<file path="config.mk">
export PLATFORM = sky130hd
export DESIGN_NAME = plab3_mem_wben_coalescer
export DESIGN_NICKNAME = d
export VERILOG_FILES = /design/src/rtl/plab3_mem_wben_coalescer.sv
export SDC_FILE = /design/constraint.sdc
export NUM_CORES = 1
export LEC_CHECK = 0
export CAP_MARGIN = 20
export CORE_MARGIN = 5
export CORE_UTILIZATION = 49
export CTS_CLUSTER_DIAMETER = 30
export DETAILED_ROUTE_END_ITERATION = 6
export PLACE_DENSITY = 0.84
export SLEW_MARGIN = 20
export SYNTH_ARGS = -nofsm -noshare
export SYNTH_HDL_FRONTEND = slang
export SYNTH_SLANG_ARGS = --single-unit
</file>
<file path="constraint.sdc">
create_clock -name clk -period 3.04 [get_ports clk]
set_input_delay 0.304 -clock clk [delete_from_list [all_inputs] [get_ports clk]]
set_output_delay 0.304 -clock clk [all_outputs]
set_load 0.05 [all_outputs]
</file>
<file path="src/rtl/plab3_mem_wben_coalescer.sv">
// Store-coalescing buffer: decodes 1/2/4-byte stores into line byte enables and
// merges same-line, same-domain stores into a single line write.
module plab3_mem_wben_coalescer #(
  parameter int unsigned p_addr_nbits  = 32,
  parameter int unsigned p_line_nbytes = 16,
  parameter int unsigned p_timeout     = 8
)(
  input  logic                       clk,
  input  logic                       reset,
  input  logic                       in_domain,
  input  logic                       in_val,
  output logic                       in_rdy,
  input  logic [p_addr_nbits-1:0]    in_addr,
  input  logic [1:0]                 in_len,
  input  logic [31:0]                in_data,
  input  logic                       flush,
  output logic                       out_val,
  input  logic                       out_rdy,
  output logic                       out_domain,
  output logic [p_addr_nbits-1:0]    out_addr,
  output logic [8*p_line_nbytes-1:0] out_data,
  output logic [p_line_nbytes-1:0]   out_wben,
  output logic                       err
);

  localparam int unsigned LW = 8 * p_line_nbytes;
  localparam int unsigned OW = $clog2(p_line_nbytes);
  localparam int unsigned TW = $clog2(p_timeout + 1);
  localparam logic [TW-1:0] TLAST = TW'(p_timeout - 1);

  typedef enum logic [1:0] {EMPTY, ACCUM, DRAIN} state_t;

  state_t state, state_n;
  logic [TW-1:0] cnt, cnt_n;

  logic [OW-1:0]           off;
  logic [3:0]              smask;
  logic [31:0]             sbytes;
  logic                    legal;
  logic                    hit;
  logic [p_line_nbytes-1:0] s_wben;
  logic [LW-1:0]           s_data;
  logic [LW-1:0]           merge_data;
  logic [p_addr_nbits-1:0] line_addr;

  logic                     dom_n, err_n, merged;
  logic [p_addr_nbits-1:0]  tag_n;
  logic [LW-1:0]            data_n;
  logic [p_line_nbytes-1:0] wben_n;

  // Store decode; out_addr/out_domain double as the buffered tag and domain.
  always_comb begin
    off   = in_addr[OW-1:0];
    legal = 1'b0;
    smask = 4'h0;
    case (in_len)
      2'd0: begin legal = (in_addr[1:0] == 2'b00); smask = 4'hF; end
      2'd1: begin legal = 1'b1;                    smask = 4'h1; end
      2'd2: begin legal = ~in_addr[0];             smask = 4'h3; end
      default: begin legal = 1'b0;                 smask = 4'h0; end
    endcase
    sbytes    = in_data & {{8{smask[3]}}, {8{smask[2]}}, {8{smask[1]}}, {8{smask[0]}}};
    s_wben    = p_line_nbytes'(smask) << off;
    s_data    = LW'(sbytes) << {off, 3'b000};
    line_addr = {in_addr[p_addr_nbits-1:OW], {OW{1'b0}}};
    hit       = (state == ACCUM) && (line_addr == out_addr) && (in_domain == out_domain);
    merge_data = out_data;
    for (int unsigned i = 0; i < p_line_nbytes; i++) begin
      if (s_wben[i]) merge_data[8*i +: 8] = s_data[8*i +: 8];
    end
  end

  always_comb begin
    state_n = state;
    in_rdy  = 1'b1;
    tag_n   = out_addr;
    dom_n   = out_domain;
    data_n  = out_data;
    wben_n  = out_wben;
    cnt_n   = cnt;
    err_n   = 1'b0;
    merged  = 1'b0;
    case (state)
      EMPTY: begin
        if (in_val) begin
          if (legal) begin
            tag_n   = line_addr;
            dom_n   = in_domain;
            data_n  = s_data;
            wben_n  = s_wben;
            cnt_n   = '0;
            state_n = ACCUM;
          end else begin
            err_n = 1'b1;
          end
        end
      end
      ACCUM: begin
        in_rdy = in_val ? (hit || !legal) : 1'b1;
        if (in_val && !legal) err_n = 1'b1;
        if (in_val && legal && hit) begin
          data_n = merge_data;
          wben_n = out_wben | s_wben;
          cnt_n  = '0;
          merged = 1'b1;
        end
        // A presented miss is not accepted; it waits for the drain to reload.
        if ((&wben_n) || (in_val && legal && !hit) || flush ||
            (!merged && cnt == TLAST)) begin
          state_n = DRAIN;
          cnt_n   = '0;
        end else if (!merged) begin
          cnt_n = cnt + TW'(1);
        end
      end
      DRAIN: begin
        in_rdy = out_rdy;
        if (out_rdy) begin
          if (in_val && legal) begin
            tag_n   = line_addr;
            dom_n   = in_domain;
            data_n  = s_data;
            wben_n  = s_wben;
            cnt_n   = '0;
            state_n = ACCUM;
          end else begin
            data_n  = '0;
            wben_n  = '0;
            state_n = EMPTY;
            err_n   = in_val;
          end
        end
      end
      default: state_n = EMPTY;
    endcase
  end

  always_ff @(posedge clk or negedge reset) begin
    if (!reset) begin
      state      <= EMPTY;
      out_val    <= 1'b0;
      err        <= 1'b0;
      out_wben   <= '0;
      out_data   <= '0;
      out_addr   <= '0;
      out_domain <= 1'b0;
      cnt        <= '0;
    end else begin
      state      <= state_n;
      out_val    <= (state_n == DRAIN);
      err        <= err_n;
      out_wben   <= wben_n;
      out_data   <= data_n;
      out_addr   <= tag_n;
      out_domain <= dom_n;
      cnt        <= cnt_n;
    end
  end

endmodule

</file>
After elaboration in Yosys (flattened, before gate mapping)
Index checks and enable logic that the tools add are counted.
{"block": "totals", "inputBits": 72, "word_cells": 163, "ff_bits": 185}
{"block": "op_classes", "addsub": 1, "muxes": 65, "bitwise": 3, "n_reduce_logical": 39, "shifts": 2, "n_eq_ne": 30}
{"operator": "$mux W128", "count": 5}
{"operator": "$pmux W128 S3", "count": 1}
{"operator": "$mux W32", "count": 4}
{"operator": "$mux W8", "count": 16}
{"operator": "$shl A32 B7 Y128", "count": 1}
{"operator": "$reduce_and A6 Y1", "count": 17}
{"operator": "$mux W16", "count": 6}
{"operator": "$pmux W32 S2", "count": 1}
{"operator": "$pmux W16 S3", "count": 1}
{"operator": "$ne A2 B2 Y1 const B", "count": 20}
{"operator": "$and A32 B32 Y32", "count": 1}
{"operator": "$eq A32 B32 Y1", "count": 1}
{"operator": "$mux W4", "count": 7}
{"operator": "$pmux W4 S3", "count": 2}
{"operator": "$or A16 B16 Y16", "count": 1}
{"operator": "$reduce_and A16 Y1", "count": 1}
{"operator": "$shl A4 B4 Y16", "count": 1}
{"operator": "$mux W1", "count": 13}
{"operator": "$mux W2", "count": 4}
{"operator": "$logic_and A1 B1 Y1", "count": 7}
{"operator": "$eq A2 B2 Y1 const B", "count": 3}
{"operator": "$logic_not A2 Y1", "count": 3}
{"operator": "$pmux W1 S3", "count": 2}
{"operator": "$pmux W2 S3", "count": 1}
{"operator": "14 further kinds", "count": 21}

Depth between registers and ports, before layout
Gate-level depths: netlist of the first run.
{"block": "logic_depth", "word_depth": 13, "mapped_depth": 15, "depth_no_buf": 11}

Worst setup path after synthesis of the first run
Ideal clock, no wire load.
{"block": "synth_path", "kind": "register -> register", "start": "register out_addr[21]", "end": "register cnt[3]", "path_buffers": 1, "slack_ns": 0.309, "stages_incl_launch_ff": 11, "required_ns": 2.916, "t_arrival_ns": 2.607, "path_cell_list": "dfrtp_1 xor2_1 nor4_2 nand4_2 nor4_2 a32oi_1 a22oi_1 and4_1 buf_6 nor3_1 a211o_1"}
{"block": "synth_between", "elab_chain_cells": 12, "word_cells_on_any_way": 21}
{"item": "start: declaration", "line": "20", "text": "output logic [p_addr_nbits-1:0] out_addr,"}
{"item": "start signal: assignment", "line": "154", "text": "out_addr <= tag_n;"}
{"item": "$eq A32 B32 Y1 (*)", "line": "66", "text": "hit = (state == ACCUM) && (line_addr == out_addr) && (in_domain == out_domain);"}
{"item": "$logic_and A1 B1 Y1 (*) (2 in series)", "line": "66"}
{"item": "$logic_and A1 B1 Y1", "line": "101", "text": "if (in_val && legal && hit) begin"}
{"item": "$mux W16", "line": "101"}
{"item": "$mux W16", "line": "83", "text": "case (state)"}
{"item": "$reduce_and A16 Y1", "line": "108", "text": "if ((&wben_n) || (in_val && legal && !hit) || flush ||"}
{"item": "$logic_or A1 B1 Y1 (3 in series)", "line": "108"}
{"item": "$ne A4 B3 Y1 (no line) / $mux W4 (equally long branches)"}
{"item": "$reduce_and A6 Y1 (no line) / $pmux W4 S3 (equally long branches)"}
{"item": "end signal: assignment", "line": "156", "text": "cnt <= cnt_n;"}
{"item": "end: declaration", "line": "34", "text": "logic [TW-1:0] cnt, cnt_n;"}
Every way passes the cells marked *; elsewhere a longest branch is shown, timed or not. The select of a mux whose other input is x is not followed.
A chain may end at the register's enable or synchronous reset.

Worst setup path in the final report of the first run
{"block": "layout_path", "start": "register out_addr[11]", "end": "output in_rdy"}
{"block": "layout_between", "elab_chain_cells": 6}
{"item": "$eq A32 B32 Y1", "line": "66"}
{"item": "$logic_and A1 B1 Y1 (2 in series)", "line": "66"}
{"item": "$logic_or A1 B1 Y1", "line": "99", "text": "in_rdy = in_val ? (hit || !legal) : 1'b1;"}
{"item": "$mux W1", "line": "99"}
{"item": "$pmux W1 S2", "line": "83"}
{"item": "end: declaration", "line": "12", "text": "output logic in_rdy,"}
Every way passes these cells.

==> results of run 1 <==
-- power by group through the flow --
stage               registers [mW]  logic [mW]  clock network [mW]
finish                        3.51        6.91                2.23
global route                  3.59        7.27                2.34
CTS                           3.51        6.89                2.24
detailed placement            3.54        6.85                   0
global placement              3.52        6.76                   0
floorplan                     5.50        2.20                   0
-- stage by stage --
step | cell area (um2) | setup slack [ps]
after floorplan | 9400 | 309
after global placement | 12800 | -73.4
after detailed placement | 12800 | -183
after CTS | 13400 | 146
after global routing | 13400 | 25.3
final | 13400 | 185
-- area by class of cell --
class / instances / area share
clock buffer: 17 / 0.0316
clock inverter: 15 / 0.0117
inverter: 8 / 0.00223
multi-input combinational: 707 / 0.339
sequential: 181 / 0.337
tap: 234 / 0.0218
timing repair buffer: 360 / 0.256
-- what timing repair did --
action / CTS / global route
setup endpoints to repair: 0 / 4
hold endpoints to repair: 67 / 0
hold buffers: 1 / 0
gates resized for setup: 0 / 5
-- sequential cells by signal (all words and copies together) (netlist names) --
register	cells
out_domain	1
out_val	1
out_wben	16
err	1
cnt	4
out_addr	28
state	2
out_data	128
-- worst paths after layout --
| check | startpoint | endpoint | slack (ps) | depth (start not counted) |
|---|---|---|---|---|
| min | reset | out_data[17] | 470 | 2 |
| max in group asynchronous | reset | out_data[122] | 1770 | 3 |
| max reg2reg | out_addr[13] | out_wben[11] | 190 | 8 |
| min reg2reg | out_data[105] | out_data[105] | 480 | 2 |
| min in group clk | out_data[105] | out_data[105] | 480 | 2 |
| max | out_addr[11] | in_rdy | 190 | 8 |
-- layer usage --
layer	up-vias	track usage	share of wire
met3	86	0.0756	0.092
met2	491	0.490	0.47
met5	-	0	0
met1	4360	0.374	0.39
li1	4113	-	-
met4	0	0.131	0.042
-- synth_stat cells (3+ instances only) --
master	n	area, um2
nand2b_1	5	31.3
clkbuf_1	29	109
nand3_1	14	70.1
buf_4	9	67.6
or4_1	3	22.5
nor2_1	75	282
a31oi_1	5	31.3
a21oi_2	4	35.0
nor4_2	4	50.1
nor3_1	8	40.0
a22o_1	17	149
and2_1	4	25.0
a2111oi_0	3	26.3
mux2_2	63	709
o31ai_1	71	533
a21o_1	3	22.5
a32o_1	12	120
ha_1	6	75.1
a22oi_1	45	338
o21ai_0	50	250
dfrtp_1	181	4530
a21oi_1	26	130
nand2_1	169	634
o21ai_1	9	45.0
nor2b_1	6	37.5
nor4_1	5	31.3
o22a_1	5	43.8
a2bb2oi_1	5	43.8
nand2_2	3	18.8
buf_2	19	95.1
inv_1	7	26.3
xor2_1	28	245
buf_6	3	33.8
nand4_1	3	18.8
and3_1	6	37.5
a32oi_1	6	52.6
-- cells by family (layout without fill, tap and decap cells) --
kind of cell | Yosys count | after routing | synth area share
compound gates | 275 | 275 | 0.207
xor+xnor | 28 | 28 | 0.0261
fa+ha+maj | 6 | 6 | 0.00799
buf+inv | 70 | 400 | 0.0365
flops | 181 | 181 | 0.482
mux | 63 | 63 | 0.0755
other cells | 1 | 4 | 0.000399
simple gates | 331 | 331 | 0.165
-- critical path, delay by kind of cell (launching register included) --
family	cells	cell delay, ps
and+or+nand+nor	4	830
xor gates and xnor gates	1	180
buffers and inverters	2	410
AOI/OAI and AO/OA	1	280
DFF	1	420
==> impl_metrics.csv, run 1 <==
group,metric,value,unit
status,outcome,"finished clean",
cells_and_area,fill_cells,1398,
die,die_width,148,um
timing,hold_viol_final,0,
clock_tree,cts_buffer_depth,2,
drt,firstDrtPassIters,6,
critical_path,path_common_cell,"nor2_1",
timing,fin_crit,2850,ps
critical_path,worstSetupStartpointType,"register",
timing,tns,0,ps
cells_and_area,layout-drive-gt1-share,0.186,
timing,relSlewSlack,0.353,
placed_design,gp_congestion,0.987,
critical_path,cp_slowest_stage_delay,420,ps
timing,clock_skew,9.34,ps
synthesis,netlist_area,0.00939,mm2
clock_tree,cts.clk_slew.worst_paths,70,ps
die,rows,50,
clock_tree,ctsHtreeMaxLevel,4,
synthesis,synth_seq_cells,181,
drt,route.detailed.drc,0,
job,cap_violations,0,
cells_and_area,final_core_util,0.716,
clock_tree,cts_tree,"done",
timing,maxSlewViolCount,0,
placed_design,hpwl,25600,um
drt,vias_per_cell,5.95,
drt,wl,33200,um
synthesis,syn_avg_cell_area,9.83,um2
timing,post-route-period-util,0.939,
grt,grt_max_degree,71,
synthesis,syn_inst,955,
timing,fmax,0.350,GHz
pwr,p_int,6.56,mW
pwr,total_leakage_power,5.71,nW
critical_path,worstPathCellList,"xor2_1 > nor4_1 > nand4_2 > buf_4 > nor2_1 > nor2_1 > o211ai_1 > buf_12",
grt,grt_use_total,0.298,
synthesis,synth_edf_count,0,
timing,finalSetupViolCount,0,
drt,initialDrtViolationCount,931,
grt,grt_pass1_wl,51600,um
timing,holdWs,469,ps
cells_and_area,nets,1353,
clock_tree,cts.sinks,181,
critical_path,end_kind,"output pin",
drt,avgRoutedWirePerCell,21.8,um
critical_path,critPathSlowestCell,"dfrtp_1",
pwr,power,12.7,mW
synthesis,yosys_warnings,0,
clock_tree,cts_setup_buffers,0,
cells_and_area,area_growth,43.2,%
placed_design,place_inst,1489,
timing,grt_setup_unrepaired,"no",
synthesis,ys_seq_area_frac,0.482,
clock_tree,cts-root-buf,"clkbuf_16",
drt,antenna_left,0,
cells_and_area,mostFrequentLayoutCells,"clkdlybuf4s50_1 (245), dfrtp_1 (181), nand2_1 (169)",
pwr,switchingPower,6.09,mW
pwr,power_frac_seq,0.278,
drt,vias,9050,
cells_and_area,antenna_cells,0,
placed_design,io_buffers,247,
timing,tightest_slew,962,ps
synthesis,synthDistinctLibCells,70,
cells_and_area,layout_commonest_cell,"clkdlybuf4s50_1",
grt,grt_antenna_before_repair,0,
critical_path,crit_required,2740,ps
die,initial_utilization,0.500,
synthesis,synthFlopType,"dfrtp_1",
cells_and_area,regArea,0.00453,mm2
cells_and_area,multi_input_area,0.00456,mm2
die,die_h,148,um
critical_path,critical_path_class,"register to output pin",
pwr,swShare,0.482,
die,core-area,0.0188,mm2
synthesis,async_reset_ff_frac,1.00,
pwr,p_comb_frac,0.546,
grt,gr-total-overflow,0,
pwr,cellPowerDensity,941,mW/mm2
cells_and_area,layout.cells.non_filler,1522,
clock_tree,clock_latency,430,ps
critical_path,arrival,2550,ps
pwr,peakVddDrop,841,uV
die,ios,252,
grt,grt_pass1_vias,9190,
clock_tree,numCtsBuffers,17,
die,die_area,0.0220,mm2
critical_path,crit_path_max_fanout,6,
pwr,p_clk_frac,0.176,
hold_path,holdCritPathClass,"input pin to asynchronous set/reset pin",
Note: power is estimated with default switching activity, not from simulation.
==> inputs of run 2 (changes only) <==
--- a/config.mk
+++ b/config.mk
@@ -10,6 +10,7 @@
 export CORE_UTILIZATION = 49
 export CTS_CLUSTER_DIAMETER = 30
 export DETAILED_ROUTE_END_ITERATION = 6
+export GPL_ROUTABILITY_DRIVEN = 0
 export PLACE_DENSITY = 0.84
 export SLEW_MARGIN = 20
 export SYNTH_ARGS = -nofsm -noshare
==> run 2 against run 1 <==
  * The flow now finishes with violations (DRC)
  * Non-clock buffer count decreased by 24
  * Sequential share of layout area increased by 0.71 points
  * Largest cell class unchanged
  * Combinational power decreased by 4.3%
  * Clock power decreased by 5%
  * Sequential cell count unchanged
  * Power decreased by 3.0%
  * Count of clock-buffer cells in the layout increased by 1
  * Design area decreased by 2.1%
  * Wire length decreased by 5.4%
  * First-iteration DRC count increased by 16%
  * Global-route usage decreased by 1.3 points
  * Hold slack got worse by 90 ps
==> impl_metrics.csv, run 2 (synthesis gave the netlist of run 1 again) <==
group,metric,value,unit
status,outcome,"complete, but fails checks",
status,violations,"DRC",
timing,fin_crit,2810,ps
die,ios,252,
pwr,total_leakage_power,5.55,nW
pwr,peakVddDrop,887,uV
grt,grt_use_total,0.285,
cells_and_area,largest_reg_flops,128,
timing,holdWs,379,ps
clock_tree,ctsHtreeMaxLevel,4,
cells_and_area,fin_area,0.0132,mm2
timing,maxSlewViolCount,0,
clock_tree,cts_tree,"done",
grt,gr-total-overflow,0,
timing,fmax,0.356,GHz
grt,grt_antenna_before_repair,1,
timing,tightest_slew,875,ps
cells_and_area,layout_commonest_cell,"clkdlybuf4s50_1",
clock_tree,cts-root-buf,"clkbuf_16",
placed_design,hpwl,24400,um
clock_tree,clock_latency,440,ps
clock_tree,cts.clk_slew.worst_paths,70,ps
cells_and_area,mostFrequentLayoutCells,"clkdlybuf4s50_1 (245), dfrtp_1 (181), nand2_1 (169)",
drt,vias,9012,
die,core-area,0.0188,mm2
job,cap_violations,0,
cells_and_area,antenna_cells,0,
cells_and_area,fill_cells,1363,
cells_and_area,final_core_util,0.701,
timing,grt_setup_unrepaired,"no",
grt,grt_max_degree,71,
pwr,cellPowerDensity,932,mW/mm2
critical_path,crit_path_max_fanout,7,
cells_and_area,regArea,0.00453,mm2
timing,post-route-period-util,0.925,
critical_path,end_kind,"register",
placed_design,dpl-instance-area,0.0126,mm2
clock_tree,cts_buffer_depth,2,
clock_tree,cts.sinks,181,
die,die_width,148,um
drt,route.detailed.drc,1,
drt,avgRoutedWirePerCell,21.0,um
critical_path,arrival,3130,ps
cells_and_area,nets,1329,
die,die_h,148,um
grt,grt_pass1_wl,49300,um
timing,relSlewSlack,0.412,
timing,hold_viol_final,0,
cells_and_area,layout-drive-gt1-share,0.170,
cells_and_area,top_regs,"out_data x128, out_addr x28, out_wben x16",
placed_design,io_buffers,247,
critical_path,critical_path_class,"register to register",
cells_and_area,area_growth,40.2,%
timing,clock_skew,15.9,ps
drt,wl,31400,um
critical_path,worstSetupStartpointType,"register",
drt,vias_per_cell,6.02,
critical_path,crit_required,3360,ps
timing,tns,0,ps
die,die_area,0.0220,mm2
drt,antenna_left,0,
cells_and_area,largest-register,"out_data",
clock_tree,numCtsBuffers,17,
cells_and_area,multi_input_area,0.00455,mm2
die,rows,50,
grt,grt_pass1_vias,8800,
hold_path,holdCritPathClass,"input pin to asynchronous set/reset pin",
drt,initialDrtViolationCount,1081,
die,initial_utilization,0.500,
drt,firstDrtPassIters,7,
timing,finalSetupViolCount,0,
## run 2: cell types whose count changed in the layout (fill, tap and decap cells not counted)
cell / previous run / this run
clkinvlp_4: 1 / 2
nor2_2: 1 / 2
nor2_1: 75 / 74
clkbuf_1: 0 / 1
nand4_2: 1 / 2
inv_8: 4 / 1
inv_6: 6 / 3
buf_12: 10 / 5
and4_2: 1 / 0
buf_4: 103 / 84
clkinv_2: 1 / 5
nand4_4: 1 / 0
and4_1: 0 / 1
## run 2: worst max-delay path, stage by stage (launching register included)
cell and delay (ps):
dfrtp_1 420, xor2_1 190, nor4_2 320, nand4_2 130, buf_4 200, nor4_4 320
a32oi_1 110, a22oi_1 260, and4_1 380, nor4_1 100, a211o_1 280
## run 2: metrics by stage
step | power (mW) | setup WS, ps | cells
5_1_grt | 12.8 | 27.0 | 1498
6_report | 12.3 | 229 | 1498
2_1_floorplan | 7.70 | 309 | 958
3_5_place_dp | 10.1 | -193 | 1464
3_3_place_gp | 10.0 | -118 | 1464
4_1_cts | 12.3 | 120 | 1497
## run 2: per-layer routing
metal / part of all wire / vias up / track usage / wire, um
met3: 0.11 / 86 / 0.0844 / 3450
met5: 0.00041 / - / 0 / 13
met1: 0.38 / 4278 / 0.361 / 12000
met4: 0.031 / 2 / 0.0988 / 959
li1: - / 4077 / - / -
met2: 0.48 / 569 / 0.468 / 15000
## run 2: repair_timing
item / in CTS / in global routing
endpoints found under the hold margin: 40 / 0
gates resized for setup: 0 / 4
buffers inserted: 0 / 1
hold buffers: 1 / 0
endpoints found under the setup margin: 0 / 14
## run 2: area by class of cell
class,instances,share of cell area
Clock inverter,14,0.00950
Tap cell,234,0.0222
Timing Repair Buffer,336,0.243
Inverter,8,0.00228
Multi-Input combinational cell,707,0.346
Sequential cell,181,0.344
Clock buffer,18,0.0326
## run 2: path summary, 6_finish.rpt
check / start / to / slack, ps / cells after the start
worst min register to register: out_data[91] / out_data[91] / 480 / 2
worst max-delay path: out_addr[13] / cnt[2] / 230 / 10
worst max register to register: out_addr[13] / cnt[2] / 230 / 10
max in group asynchronous: reset / out_data[8] / 1810 / 3
min in group clk: out_data[91] / out_data[91] / 480 / 2
worst min-delay path: reset / out_data[83] / 380 / 2
## run 2: where the power goes
group | internal, mW | leakage, nW | switching [mW]
clock network | 1.14 | 0.273 | 0.987
logic | 2.21 | 2.84 | 4.40
registers | 3.01 | 2.43 | 0.524
==> inputs of run 3 (changes only) <==
--- a/config.mk
+++ b/config.mk
@@ -6,8 +6,10 @@
 export NUM_CORES = 1
 export LEC_CHECK = 0
 export CAP_MARGIN = 20
+export CELL_PAD_IN_SITES_DETAIL_PLACEMENT = 0
+export CELL_PAD_IN_SITES_GLOBAL_PLACEMENT = 1
 export CORE_MARGIN = 5
-export CORE_UTILIZATION = 49
+export CORE_UTILIZATION = 37
 export CTS_CLUSTER_DIAMETER = 30
 export DETAILED_ROUTE_END_ITERATION = 6
 export GPL_ROUTABILITY_DRIVEN = 0
==> run 3 against run 2 <==
  * The flow now finishes without violations
  * Sequential cell count unchanged
  * Clock skew fell by 4.2 ps
  * First-iteration DRC count shrank 15%
  * Setup slack gained 7.5 ps
  * Design area rose by 1.7%
  * Sequential power is essentially flat
  * Cell count rose by 7.1%
  * Die area up 30%
  * Highest routed layer is now met4
==> impl_metrics.csv, run 3 (synthesis gave the netlist of run 1 again) <==
group,metric,value,unit
clock_tree,numCtsBuffers,17,
clock_tree,ctsHtreeMaxLevel,4,
drt,route.detailed.drc,0,
hold_path,holdCritPathClass,"input pin to asynchronous set/reset pin",
critical_path,crit_path_max_fanout,7,
timing,fmax,0.357,GHz
clock_tree,cts.clk_slew.worst_paths,70,ps
pwr,total_leakage_power,5.59,nW
pwr,cellPowerDensity,928,mW/mm2
die,ios,252,
critical_path,critPathSlowestCell,"dfrtp_1",
drt,vias_per_cell,5.48,
pwr,power,12.4,mW
critical_path,critical_path_class,"register to register",
die,die_area,0.0287,mm2
drt,avgRoutedWirePerCell,20.6,um
critical_path,cp_slowest_stage_delay,450,ps
grt,grt_pass1_vias,8718,
die,die_width,169,um
placed_design,place_ws,-138,ps
critical_path,setup.worst_path.start,"state[1]",
placed_design,hpwl,25600,um
critical_path,worstSetupStartpointType,"register",
critical_path,arrival,3110,ps
placed_design,io_buffers,247,
critical_path,worstPathCellList,"inv_1 > ha_1 > inv_2 > nor3_1 > nand4_2 > nor4b_1 > o21ai_0 > a22oi_1 > and4_4 > nor4_1 > a211o_1",
drt,wl,33000,um
timing,maxSlewViolCount,0,
timing,hold_viol_final,0,
grt,grt_antenna_before_repair,0,
timing,fin_crit,2800,ps
timing,clock_skew,11.7,ps
cells_and_area,top_regs,"out_data x128, out_addr x28, out_wben x16",
grt,grt_max_degree,103,
critical_path,crit_required,3350,ps
die,rows,58,
timing,relSlewSlack,0.405,
cells_and_area,mostFrequentLayoutCells,"clkdlybuf4s50_1 (245), dfrtp_1 (181), nand2_1 (169)",
critical_path,reg2reg_to,"cnt[2]",
clock_tree,clock_latency,420,ps
pwr,peakVddDrop,821,uV
die,core-area,0.0251,mm2
clock_tree,cts_tree,"done",
clock_tree,cts-root-buf,"clkbuf_16",
cells_and_area,layout-drive-gt1-share,0.177,
clock_tree,cts_buffer_depth,2,
critical_path,critPathBufInv,2,
clock_tree,cts.sinks,181,
cells_and_area,layout_commonest_cell,"clkdlybuf4s50_1",
timing,finalSetupViolCount,0,
job,cap_violations,0,
status,outcome,"finished clean",
timing,worst_slack,237,ps
cells_and_area,area_growth,42.6,%
die,initial_utilization,0.374,
drt,antenna_left,0,
timing,tightest_slew,885,ps
critical_path,r2r-start,"state[1]",
cells_and_area,largest_reg_flops,128,
cells_and_area,nets,1340,
grt,grt_pass1_wl,50500,um
timing,post-route-period-util,0.922,
grt,grt_use_total,0.226,
cells_and_area,largest-register,"out_data",
grt,gr-total-overflow,0,
drt,firstDrtPassIters,6,
drt,vias,8794,
critical_path,critPathTopFamily,"simple AND/OR/NAND/NOR gates",
critical_path,reg2regPathDepth,11,
drt,initialDrtViolationCount,917,
cells_and_area,antenna_cells,0,
die,die_h,169,um
critical_path,r2r_slack,240,ps
critical_path,end_kind,"register",
timing,grt_setup_unrepaired,"no",
## run 3: how the worst max path moves through the flow
stage | to | slack, ps | cells after the start
5_1_grt | cnt[3] | 10 | 12
3_5_place_dp | cnt[2] | -140 | 11
4_1_cts | cnt[2] | 180 | 11
2_1_floorplan | cnt[3] | 310 | 10
3_3_place_gp | cnt[3] | -50 | 12
6_report | cnt[2] | 240 | 11
## run 3: area by class of cell
cell class                 count  area [um2]
clock buffer                  19         453
clock inverter                12        91.3
fill                        2334       11700
inverter                       8        30.0
multi-input combinational    707        4540
sequential                   181        4530
tap                          330         413
timing repair buffer         347        3340
## run 3: power breakdown
group	total, mW	internal, mW	switching (mW)
combinational	6.80	2.37	4.43
sequential	3.54	3.01	0.531
clock	2.08	1.10	0.985
total	12.4	6.48	5.95
## run 3: timing repair
action	4_1_cts	5_1_grt
resized for setup	0	3
endpoints found under the hold margin	25	0
buffers inserted	0	0
hold buffers	1	0
endpoints found under the setup margin	0	14
## run 3: worst reg2reg max path, delay by kind of cell (launching register included)
kind	cells	cell delay, ps
AND/OR/NAND/NOR	5	1270
AO/OA/AOI/OAI	3	620
flip-flops	1	450
adder cells (fa/ha/maj)	1	190
buffers and inverters	2	160
## run 3: layer usage
| layer | track usage | wire [um] |
|---|---|---|
| met1 | 0.300 | 13700 |
| met4 | 0.0704 | 887 |
| met5 | 0 | 0 |
| met3 | 0.0643 | 3120 |
| met2 | 0.361 | 15300 |
## run 3: stage by stage
| step | instances | setup TNS, ps | hold WS, ps | area (um2) | util |
|---|---|---|---|---|---|
| 3_5_place_dp | 1572 | -987 | 185 | 12800 | 0.511 |
| 3_3_place_gp | 1572 | -88.5 | 192 | 12800 | 0.511 |
| 2_1_floorplan | 958 | 0 | 8.41 | 9400 | - |
| 5_1_grt | 1604 | 0 | 310 | 13400 | 0.533 |
| 6_report | 1604 | 0 | 313 | 13400 | 0.533 |
| 4_1_cts | 1604 | 0 | 306 | 13400 | 0.533 |
==> patch 1, RTL diff (config.mk and constraints of run 1) <==
Remove the register `err`: a continuous assignment takes its place, so the output `err` follows one clock earlier.
--- a/src/rtl/plab3_mem_wben_coalescer.sv
+++ b/src/rtl/plab3_mem_wben_coalescer.sv
@@ -141,3 +141,2 @@
       out_val    <= 1'b0;
-      err        <= 1'b0;
       out_wben   <= '0;
@@ -150,3 +149,2 @@
       out_val    <= (state_n == DRAIN);
-      err        <= err_n;
       out_wben   <= wben_n;
@@ -159,2 +157,4 @@
 
+  assign err = err_n;
+
 endmodule
Formal check against the unedited RTL: not equivalent (Yosys sat finds a counterexample within 4 cycles, from zero or initial values and one cycle with reset low).
==> patch 1 against run 1 <==
Routed wire length down 0.83%; sequential cell count down 1; worst hold slack worse by 57 ps; area after synthesis down 0.27%; total power about the same; design area down 0.16%; critical path depth up 6; setup slack better by 71 ps; largest power group unchanged; highest routed layer unchanged.
==> patch 1: results (changes against run 1) <==
\begin{tabular}{lr}
\hline
Metric & Value \\
\hline
\multicolumn{2}{l}{\textbf{Outcome}} \\
\quad Result of the run & complete, no violations \\
\multicolumn{2}{l}{\textbf{Global route}} \\
\quad Global-route wire length before repair & 51320 microns (-0.53\%) \\
\quad Gr usage total & 29.69\% (-0.14 points) \\
\quad Maximum number of pins on one net before global-route repair & 61 (-14\%) \\
\multicolumn{2}{l}{\textbf{Place}} \\
\quad Routability-driven placement congestion ratio & 0.9835 (-0.32\%) \\
\quad Post-DP Area & 12790 sq um (-0.22\%) \\
\quad Dpl cells & 1482 (-0.47\%) \\
\quad Worst Setup Slack post-DPL & -152.0 ps (+31.16 ps) \\
\quad Detailed placer's ending HPWL & 25350 microns (-0.85\%) \\
\multicolumn{2}{l}{\textbf{Worst setup path}} \\
\quad Worst Path Arrival & 3110 ps (+560 ps) \\
\quad Slowest cell delay on critical path & 460 ps (+40 ps) \\
\quad Crit-path max FO & 10 (+4) \\
\multicolumn{2}{l}{\textbf{Route}} \\
\quad Via-per-instance ratio & 6.016 (+1.2\%) \\
\quad Detailed Route Iter0 Violations & 901 (-3.2\%) \\
\quad Number of optimization iterations in the first detailed-route pass & 5 (-1) \\
\quad Detail-routed net length per standard cell & 21.70 microns (-0.44\%) \\
\quad Via total after detailed routing & 9120 (+0.77\%) \\
\multicolumn{2}{l}{\textbf{Pwr}} \\
\quad Worst VDD drop & 909.1 uV (+8.1\%) \\
\quad Pwr Total & 0.01265 W (about the same) \\
\quad Leakage power of the design & 5.675 nW (-0.58\%) \\
\multicolumn{2}{l}{\textbf{Layout}} \\
\quad Signed area change from the synthesized netlist to the final layout & 43.31\% \\
\quad Fraction of final layout cells sized beyond drive strength 1 & 18.49\% (-0.15 points) \\
\quad Net total in the final layout & 1347 (-0.44\%) \\
\multicolumn{2}{l}{\textbf{Logic synthesis}} \\
\quad Largest cells by area after synthesis & sky130\_fd\_sc\_hd\_\_dfrtp\_1 (48\%), sky130\_fd\_sc\_hd\_\_mux2\_2 (7.6\%), sky130\_fd\_sc\_hd\_\_nand2\_1 (6.8\%), sky130\_fd\_sc\_hd\_\_o31ai\_1 (5.7\%), sky130\_fd\_sc\_hd\_\_a22oi\_1 (3.6\%) \\
\quad Leading post-synthesis cells by instance count & sky130\_fd\_sc\_hd\_\_dfrtp\_1 (180), sky130\_fd\_sc\_hd\_\_nand2\_1 (169), sky130\_fd\_sc\_hd\_\_nor2\_1 (75) \\
\multicolumn{2}{l}{\textbf{Timing}} \\
\quad Setup clock skew after layout & 11.28 ps (+1.932 ps) \\
\hline
\end{tabular}
-- patch 1: timing repair --
item                                    CTS  global route
endpoints found under the hold margin    56             0
endpoints found under the setup margin    0            13
gates resized for setup                   0             4
setup buffers                             0             1
hold buffers                              1             0
-- patch 1: logic make-up after synthesis --
logic type / Yosys count / synth area share, %
AND/OR/NAND/NOR: 331 / 16.51
AO/OA/AOI/OAI: 275 / 20.71
flip-flops: 180 / 48.09
buffers and inverters: 70 / 3.660
multiplexers: 63 / 7.574
XOR/XNOR: 28 / 2.618
adder cells (fa/ha/maj): 6 / 0.8015
other: 1 / 0.04004
-- patch 1: metal layers --
layer	vias to the layer above	GRT usage [%]	part of all wire (%)
met5	-	0	0
met4	0	9.654	2.9
met2	517	49.92	49
met3	73	7.160	9.1
met1	4423	38.01	39
li1	4107	-	-
-- patch 1: path summary, 6_finish.rpt --
| kind | start | to | slack, ps | depth (start not counted) |
|---|---|---|---|---|
| max reg2reg | state[1] | cnt[2] | 260 | 14 |
| min reg2reg | out_data[5] | out_data[5] | 480 | 2 |
| max | state[1] | cnt[2] | 260 | 14 |
| min in group clk | out_data[5] | out_data[5] | 480 | 2 |
| max in group asynchronous | reset | out_data[11] | 1870 | 3 |
| min | reset | out_data[0] | 410 | 2 |
-- patch 1: cell type report --
class                           count  area share (%)
Sequential cell                   180           33.56
Clock buffer                       17           3.169
Tap cell                          234           2.181
Timing Repair Buffer              355           25.66
Clock inverter                     15           1.230
Multi-Input combinational cell    707           33.98
Inverter                            8          0.2237
-- patch 1: power breakdown --
part           leakage (nW)  switching (W)  internal (W)
logic                  2.97        0.00453       0.00242
registers              2.42       0.000513       0.00299
clock network         0.282        0.00103       0.00117
total                  5.67        0.00608       0.00658
==> patch 2, RTL diff (settings of run 1) <==
Without the edit above. The parameter `p_timeout` goes from 8 to 16.
--- a/src/rtl/plab3_mem_wben_coalescer.sv
+++ b/src/rtl/plab3_mem_wben_coalescer.sv
@@ -5,3 +5,3 @@
   parameter int unsigned p_line_nbytes = 16,
-  parameter int unsigned p_timeout     = 8
+  parameter int unsigned p_timeout     = 16
 )(
Behaviour: no difference found for any inputs over 4 cycles, from zero or initial values and one cycle with reset low; that may be too few to reach the edited logic, so the function may still have changed.
==> patch 2 against run 1 <==
Setup slack got worse by 180 ps; design area rose by 3.3%; total power rose by 3.4%; global-route usage fell by 0.44 points; count of clock-buffer cells in the layout did not move; routed wire length rose by 2.6%; area after synthesis rose by 1.3%; sequential cell count rose by 1; sequential power rose by 2%; highest routed layer unchanged.
==> patch 2: results (changes against run 1) <==
\begin{tabular}{lr}
\hline
Metric & Value \\
\hline
\multicolumn{2}{l}{\textbf{Clocking}} \\
\quad Clock latency of the later-clocked register in the worst-skew pair & approximately 440 ps \\
\quad Root buf cell & sky130\_fd\_sc\_hd\_\_clkbuf\_16 \\
\quad Clock buffer count from CTS & 17 (unchanged) \\
\multicolumn{2}{l}{\textbf{Pwr}} \\
\quad Worst VDD drop & 497.8 uV (-41\%) \\
\quad Leakage power of the design & 5.976 nW (+4.7\%) \\
\multicolumn{2}{l}{\textbf{Logic synthesis}} \\
\quad Largest cells by area after synthesis & sky130\_fd\_sc\_hd\_\_dfrtp\_1 (48\%), sky130\_fd\_sc\_hd\_\_mux2\_2 (12\%), sky130\_fd\_sc\_hd\_\_nor2\_1 (4.5\%), sky130\_fd\_sc\_hd\_\_nand2\_1 (3.6\%), sky130\_fd\_sc\_hd\_\_a22oi\_1 (3.0\%) \\
\quad Leading post-synthesis cells by instance count & sky130\_fd\_sc\_hd\_\_dfrtp\_1 (182), sky130\_fd\_sc\_hd\_\_nor2\_1 (114), sky130\_fd\_sc\_hd\_\_mux2\_2 (105) \\
\quad Fraction of the yosys area taken by sequential cells & 47.89\% (-0.34 points) \\
\quad Average instance area after synthesis & 10.09 sq um (+2.6\%) \\
\quad Cell variety after synth & 61 (-13\%) \\
\multicolumn{2}{l}{\textbf{Route}} \\
\quad Detailed Route Iter0 Violations & 842 (-9.6\%) \\
\quad Detail-routed net length per standard cell & 21.91 microns (+0.52\%) \\
\quad Wire length after detailed routing & 34030 microns (+2.6\%) \\
\quad Via-per-instance ratio & 5.921 (-0.42\%) \\
\multicolumn{2}{l}{\textbf{Timing}} \\
\quad Setup clock skew after layout & 9.279 ps (-0.06448 ps) \\
\quad Worst slew pin tran & 1019 ps (+56.72 ps) \\
\multicolumn{2}{l}{\textbf{Place}} \\
\quad Detailed placer's ending HPWL & 25250 microns (-1.3\%) \\
\quad Dpl cells & 1514 (+1.7\%) \\
\quad Worst Setup Slack post-DPL & -490.2 ps (-307.0 ps) \\
\quad Routability-driven placement congestion ratio & 0.9355 (-5.2\%) \\
\multicolumn{2}{l}{\textbf{Global route}} \\
\quad Maximum number of pins on one net before global-route repair & 70 (-1.4\%) \\
\quad Gr usage total & 29.39\% (-0.44 points) \\
\quad Via count of the first global-routing pass & 9087 (-1.1\%) \\
\quad Global-route wire length before repair & 51180 microns (-0.80\%) \\
\quad Antenna violations before repair & 0 (unchanged) \\
\multicolumn{2}{l}{\textbf{Worst setup path}} \\
\quad Worst Path Arrival & 3330 ps (+780 ps) \\
\quad Crit-path max FO & 7 (+1) \\
\quad Slowest cell delay on critical path & 600 ps (+180 ps) \\
\quad Slowest cell on crit path & sky130\_fd\_sc\_hd\_\_or4\_4 \\
\multicolumn{2}{l}{\textbf{Layout}} \\
\quad Net total in the final layout & 1355 (+0.15\%) \\
\quad Fraction of final layout cells sized beyond drive strength 1 & 24.46\% (+5.8 points) \\
\quad Layout filler cell count & 1355 (-3.1\%) \\
\multicolumn{2}{l}{\textbf{Outcome}} \\
\quad Result of the run & complete, no violations \\
\hline
\end{tabular}
## patch 2: metal layers
layer / vias to the layer above / track usage (%) / share of wire, %
met5: - / 0 / 0
met4: 0 / 11.40 / 3.9
met3: 119 / 6.016 / 8.1
met2: 544 / 48.38 / 49
met1: 4434 / 38.37 / 39
li1: 4099 / - / -
## patch 2: area by class of cell
class                   count  area [sq um]  share of cell area [%]
multi-input cells         686          4845                   34.88
flip-flops and latches    182          4574                   32.93
repair buffers            369          3502                   25.21
clock buffers              17         425.4                   3.063
well taps                 265         331.6                   2.387
clock inverters            14         136.4                  0.9819
inverters                  20         75.07                  0.5405
## patch 2: cells by family (layout without fill, tap and decap cells)
group	count (synthesis)	count (layout)	synth area share [%]
flip-flops	182	182	47.89
buffers and inverters	78	420	3.368
multiplexers	107	107	12.64
XOR/XNOR	29	29	2.671
AND/OR/NAND/NOR	303	303	14.96
AO/OA/AOI/OAI	236	236	17.51
other	1	4	0.03943
adder cells (fa/ha/maj)	7	7	0.9209
## patch 2: worst paths after layout
path | startpoint | endpoint | slack, ps | depth (start not counted)
min | reset | out_addr[30] | 360 | 2
min in group clk | cnt[4] | cnt[4] | 480 | 2
min reg2reg | cnt[4] | cnt[4] | 480 | 2
max in group asynchronous | reset | out_data[86] | 1860 | 3
max | out_addr[29] | cnt[0] | 6 | 9
max reg2reg | out_addr[29] | cnt[0] | 6 | 9
## patch 2: repair_timing
action / CTS / global route
gates resized for setup: 6 / 25
hold buffers: 1 / 0
pin swaps: 1 / 17
hold endpoints to repair: 41 / 0
setup buffers: 0 / 7
setup endpoints to repair: 8 / 54
## patch 2: metrics by stage
| stage | instance area (sq um) | utilization (%) | hold WS, ps |
|---|---|---|---|
| floorplan | 9542 | - | 8.409 |
| global placement | 13070 | 67.81 | 250.7 |
| global route | 13890 | 72.08 | 396.7 |
| finish | 13890 | 72.08 | 356.4 |
| CTS | 13680 | 70.96 | 355.3 |
| detailed placement | 13070 | 67.81 | 253.7 |
## patch 2: power breakdown
part	internal (W)	total (W)	leakage (nW)	switching, W
sequential	0.00304	0.00358	2.43	0.000538
clock	0.00108	0.00213	0.267	0.00105
combinational	0.00288	0.00737	3.28	0.00450
total	0.00700	0.0131	5.98	0.00608
